===== config.mk =====
export PLATFORM = sky130hd
export DESIGN_NAME = int_source_ctrl
export DESIGN_NICKNAME = d
export VERILOG_FILES = /design/src/rtl/int_ctrl_pkg.sv /design/src/rtl/int_debounce.sv /design/src/rtl/int_source_ctrl.sv
export SDC_FILE = /design/constraint.sdc
export NUM_CORES = 1
export LEC_CHECK = 0
export ABC_AREA = 1
export CAP_MARGIN = 0
export CORE_AREA = 2 2 39 41
export DETAILED_ROUTE_END_ITERATION = 8
export DIE_AREA = 0 0 41 43
export PLACE_DENSITY = 0.63
export REMOVE_ABC_BUFFERS = 1
export SLEW_MARGIN = 20
export SYNTH_ARGS = -nofsm -noshare
export SYNTH_HDL_FRONTEND = slang
export SYNTH_SLANG_ARGS = --single-unit

===== constraint.sdc =====
create_clock -name clk -period 0.8 [get_ports clk]
set_input_delay 0.16 -clock clk [delete_from_list [all_inputs] [get_ports clk]]
set_output_delay 0.16 -clock clk [all_outputs]
set_load 0.01 [all_outputs]

===== src/rtl/int_ctrl_pkg.sv =====
// rtl/int_ctrl_pkg.sv - shared FSM encodings and limits for the interrupt source controller
package int_ctrl_pkg;

  typedef enum logic [1:0] {
    ST_IDLE    = 2'd0,
    ST_REQ     = 2'd1,
    ST_SERVICE = 2'd2
  } int_state_t;

  localparam int MAX_SRC = 8;

endpackage


===== src/rtl/int_debounce.sv =====
// rtl/int_debounce.sv - per-source synchroniser, optional debouncer (INT_DEBOUNCE_EN) and rising-edge detector
module int_debounce #(
  parameter int DEBOUNCE_CYCLES = 16
) (
  input  logic clk,
  input  logic reset,
  input  logic raw,
  output logic rise
);

  if (DEBOUNCE_CYCLES < 1) begin : g_bad_cfg
    $error("int_debounce: DEBOUNCE_CYCLES must be at least 1");
  end

  logic r_s1;
  logic r_s2;
  logic r_d;
  logic r_d_prev;

  always_ff @(posedge clk) begin
    if (!reset) begin
      r_s1     <= 1'b0;
      r_s2     <= 1'b0;
      r_d_prev <= 1'b0;
    end else begin
      r_s1     <= raw;
      r_s2     <= r_s1;
      r_d_prev <= r_d;
    end
  end

`ifdef INT_DEBOUNCE_EN
  localparam int CW = $clog2(DEBOUNCE_CYCLES) + 1;

  logic [CW-1:0] r_cnt;

  // A change is accepted only after DEBOUNCE_CYCLES consecutive disagreeing samples.
  always_ff @(posedge clk) begin
    if (!reset) begin
      r_d   <= 1'b0;
      r_cnt <= '0;
    end else if (r_s2 != r_d) begin
      if (r_cnt == CW'(DEBOUNCE_CYCLES - 1)) begin
        r_d   <= r_s2;
        r_cnt <= '0;
      end else begin
        r_cnt <= r_cnt + 1'b1;
      end
    end else begin
      r_cnt <= '0;
    end
  end
`else
  always_ff @(posedge clk) begin
    if (!reset) begin
      r_d <= 1'b0;
    end else begin
      r_d <= r_s2;
    end
  end
`endif

  assign rise = r_d & ~r_d_prev;

endmodule


===== src/rtl/int_source_ctrl.sv =====
// rtl/int_source_ctrl.sv - pending bits, fixed-priority select and req/ack/eret FSM; INT_DEBOUNCE_EN enables debouncing
module int_source_ctrl
  import int_ctrl_pkg::*;
#(
  parameter int N_SRC           = 2,
  parameter int DEBOUNCE_CYCLES = 16,
  parameter int IDW             = (N_SRC > 1) ? $clog2(N_SRC) : 1
) (
  input  logic             clk,
  input  logic             reset,
  input  logic [N_SRC-1:0] sw_int,
  input  logic [N_SRC-1:0] int_mask,
  input  logic             int_ack,
  input  logic             int_eret,
  output logic             int_req,
  output logic [IDW-1:0]   int_id,
  output logic [N_SRC-1:0] int_pending,
  output logic             in_service
);

  if (N_SRC < 1 || N_SRC > MAX_SRC) begin : g_bad_cfg
    $error("int_source_ctrl: N_SRC out of range");
  end

  int_state_t       r_state;
  int_state_t       w_next;
  logic [IDW-1:0]   r_id;
  logic [IDW-1:0]   w_id_next;
  logic [IDW-1:0]   w_win;
  logic [N_SRC-1:0] r_pending;
  logic [N_SRC-1:0] w_rise;
  logic [N_SRC-1:0] w_cand;
  logic [N_SRC-1:0] w_clr;
  logic             w_any;
  logic             w_ack_take;
  logic             r_int_req;
  logic             r_in_service;
  logic             w_req_next;
  logic             w_svc_next;

  for (genvar g = 0; g < N_SRC; g++) begin : g_src
    int_debounce #(
      .DEBOUNCE_CYCLES(DEBOUNCE_CYCLES)
    ) u_debounce (
      .clk  (clk),
      .reset(reset),
      .raw  (sw_int[g]),
      .rise (w_rise[g])
    );
  end

  assign w_ack_take = (r_state == ST_REQ) && int_ack;

  // Lowest index wins: scan downwards so the last hit is the smallest index.
  always_comb begin
    w_cand = r_pending & int_mask;
    w_any  = |w_cand;
    w_win  = '0;
    for (int i = N_SRC - 1; i >= 0; i--) begin
      if (w_cand[i]) w_win = IDW'(i);
    end
  end

  always_comb begin
    w_clr = '0;
    for (int i = 0; i < N_SRC; i++) begin
      w_clr[i] = w_ack_take && (r_id == IDW'(i));
    end
  end

  // Set beats clear when a new edge lands on the bit being acknowledged.
  always_ff @(posedge clk) begin
    if (!reset) begin
      r_pending <= '0;
    end else begin
      r_pending <= (r_pending & ~w_clr) | w_rise;
    end
  end

  always_ff @(posedge clk) begin
    if (!reset) begin
      r_state      <= ST_IDLE;
      r_id         <= '0;
      r_int_req    <= 1'b0;
      r_in_service <= 1'b0;
    end else begin
      r_state      <= w_next;
      r_id         <= w_id_next;
      r_int_req    <= w_req_next;
      r_in_service <= w_svc_next;
    end
  end

  always_comb begin
    w_next    = r_state;
    w_id_next = r_id;
    case (r_state)
      ST_IDLE: begin
        if (w_any) begin
          w_next    = ST_REQ;
          w_id_next = w_win;
        end
      end
      ST_REQ: begin
        if (int_ack) begin
          w_next = ST_SERVICE;
        end else if (!int_mask[r_id]) begin
          w_next = ST_IDLE;
        end
      end
      ST_SERVICE: begin
        if (int_eret) w_next = ST_IDLE;
      end
      default: w_next = ST_IDLE;
    endcase
  end

  always_comb begin
    w_req_next = (w_next == ST_REQ);
    w_svc_next = (w_next == ST_SERVICE);
  end

  assign int_req     = r_int_req;
  assign int_id      = r_id;
  assign int_pending = r_pending;
  assign in_service  = r_in_service;

endmodule

==> flow_metrics.py <==
metrics = {
    "outcome": {
        "failed_checks": "negative setup slack",
        "status": "complete, but fails checks",
    },
    "critical_path": {
        "r2r-start": "int_id$_SDFFE_PN0P_",
        "regToRegSetupSlack_ns": -0.07,
        "setup.worst_path.start": "int_id$_SDFFE_PN0P_",
        "critPathMaxFanout": 2,
        "crit_type": "flip-flop to primary output",
        "reg2reg_to": "r_state[0]$_SDFF_PN0_",
        "critPathLaunchType": "flip-flop",
        "crit_slowest_cell": "dfxtp_2",
        "max_stage_delay_ns": 0.36,
        "crit_family": "flip-flops",
        "worst-path-buf-inv": 1,
        "path_cells": "buf_6",
        "required_ns": 0.64,
        "worstPathArrival_ns": 0.73,
        "endpoint_kind": "primary output",
        "reg2reg_depth": 6,
    },
    "cells_and_area": {
        "seqCellArea_um2": 306.5,
        "area_growth_pct": 44.63,
        "n_fill_cell": 142,
        "instances_no_fill": 103,
        "drive_gt1_share_pct": 31.03,
        "antenna_cells": 0,
        "multi_input_area_um2": 180.2,
        "postLayoutCoreUtil_pct": 53.62,
        "nNetsFinal": 96,
    },
    "floorplanning": {
        "initial_core_util_pct": 37.07,
        "core_area_mm2": 0.001384,
        "rows": 14,
        "dieArea_mm2": 0.001763,
        "die-width_um": 41,
        "die_h_um": 43,
        "io_pins": 13,
    },
    "global_route": {
        "antenna_found_initial": 0,
        "grt_usage_pct": 11.96,
        "gr-total-overflow": 0,
        "grt_pass1_vias": 363,
        "grt_pass1_wl_mm": 1.359,
        "grt_max_degree": 9,
    },
    "yosys": {
        "syn-cell-area_um2": 513.0,
        "synth_top_area_cell": "dfxtp_1",
        "ys_ff_latch": 15,
        "syn_area_per_cell_um2": 7.773,
        "synth_top_area_share_pct": 58.54,
        "ys_seq_area_share_pct": 58.54,
        "yosysUniqueCellTypes": 8,
        "synth_area_leaders": "dfxtp_1 (59%), nand2_1 (15%), inv_1 (8.8%), nor2_1 (5.1%), a21oi_1 (4.9%)",
        "yosysWarnings": 0,
        "netlist_instances": 66,
    },
    "clock_tree": {
        "clock_path_buffers": 2,
        "path_clk_slew_ns": 0.08,
        "cts.sinks": 15,
        "cts-root-buf": "clkbuf_4",
        "cts_made_buffers": 3,
        "htreeDepth": 1,
        "clk_latency_ns": 0.27,
        "cts_tree": "built",
    },
    "worst_hold_path": {
        "holdPathEnd": "int_id$_SDFFE_PN0P_",
        "min-delay-start": "reset",
        "hold_class": "input port to flip-flop",
        "whs_path_depth": 3,
    },
    "flow_run": {
        "maxCapViolations": 0,
    },
    "timing": {
        "fin_crit_ns": 0.8930,
        "fmax_mhz": 1120,
        "setup_viol": 9,
        "finalHoldViolCount": 0,
        "rsz0062_at_grt": "yes",
        "max_slew_margin_pct": 84.18,
        "fin_setup_tns_ns": -0.5699,
        "maxSlewViolCount": 0,
        "setup_ws_ns": -0.09303,
        "finClkSkew_ns": 0.001342,
        "fin_crit_sh_pct": 111.6,
        "max_slew.worst_pin.slew_ns": 0.2373,
    },
    "drt": {
        "drt_pass1_iterations": 3,
        "ant_nets": 0,
        "vias_per_cell": 4.291,
        "wl_per_cell_um": 8.864,
        "drc": 0,
        "drt_wl_total_um": 913,
        "drt_iter0_drc": 7,
        "vias": 442,
    },
    "place": {
        "dpl.hpwl_um": 673,
        "post-place-ws_ns": -0.3617,
        "io_buffers": 12,
        "gp_congestion": 0.7044,
        "placed_cells": 97,
    },
    "power": {
        "ir_worst_vdd_mv": 1.170,
        "p_leak_nw": 0.3829,
        "power_w": 0.001311,
        "power_density_mw_per_mm2": 1767,
    },
}
==> what timing repair did <==
| item | CTS | global route |
|---|---|---|
| setup buffers | 1 | 1 |
| pin swaps | 1 | 2 |
| hold buffers | 0 | 0 |
| endpoints found under the setup margin | 18 | 12 |
| resized for setup | 30 | 9 |
| endpoints found under the hold margin | 0 | 0 |
==> per-layer routing <==
layer  routed length [µm]  global-route usage, %
met1                  403                  12.25
met2                  440                  18.75
met3                   69                  4.712
met4                    0                  8.000
met5                    0                      0
==> registers in the layout, summed over array words and instances, names as in the netlist <==
signal                     cells
int_req                        1
g_src.u_debounce.r_s2          2
int_id                         1
g_src.u_debounce.r_d_prev      2
r_state                        2
int_pending                    2
g_src.u_debounce.r_d           2
in_service                     1
g_src.u_debounce.r_s1          2
==> power breakdown <==
group          switching (W)  internal [W]  leakage, nW  total, W
registers         0.00000972      0.000770        0.125  0.000780
logic              0.0000534     0.0000690        0.243  0.000122
clock network       0.000216      0.000193       0.0150  0.000409
total               0.000279       0.00103        0.383   0.00131
==> worst max-delay path by stage <==
stage / end / slack (ns) / cells past startpoint
floorplan: int_req$_SDFF_PN0_ / 0.007 / 5
global placement: int_pending[1]$_SDFF_PN0_ / -0.37 / 4
detailed placement: int_pending[1]$_SDFF_PN0_ / -0.36 / 4
CTS: r_state[0]$_SDFF_PN0_ / -0.11 / 6
global route: int_id / -0.14 / 1
finish: int_id / -0.09 / 1
==> logic make-up after synthesis <==
group | after synthesis | share of synthesized area [%]
compound gates | 7 | 7.803
buf+inv | 13 | 10.24
flops | 15 | 58.54
simple gates | 31 | 23.42
==> stage by stage <==
stage | hold slack [ns] | instance area, µm²
after floorplan | 0.2535 | 505.5
after CTS | 0.3422 | 711.9
after global routing | 0.3798 | 742.0
final | 0.3653 | 742.0
after detailed placement | 0.4010 | 675.6
after global placement | 0.3933 | 675.6
==> layout by cell type, fill, tap and decap left out <==
| cell | n |
|---|---|
| inv_1 | 11 |
| a21oi_2 | 2 |
| clkbuf_1 | 1 |
| inv_4 | 1 |
| o21bai_1 | 2 |
| buf_6 | 4 |
| nor2_1 | 5 |
| dlygate4sd2_1 | 1 |
| buf_2 | 2 |
| nor2_2 | 2 |
| a21oi_1 | 3 |
| dfxtp_2 | 5 |
| nand2_1 | 18 |
| nand2_2 | 3 |
| clkbuf_4 | 3 |
| clkdlybuf4s50_1 | 6 |
| buf_4 | 5 |
| dfxtp_1 | 10 |
| nand3_1 | 3 |
==> synth_stat cells <==
library cell,count
o21bai_1,2
inv_1,12
dfxtp_1,15
a21oi_1,5
nor2_1,7
nand2_1,21
buf_4,1
nand3_1,3
==> final cells by class <==
type | count | area share [%]
sequential | 15 | 41.32
multi-input combinational | 38 | 24.28
timing repair buffer | 18 | 21.75
inverter | 12 | 6.408
clock buffer | 4 | 3.541
tap | 16 | 2.698
(Power assumes the default switching activity.)
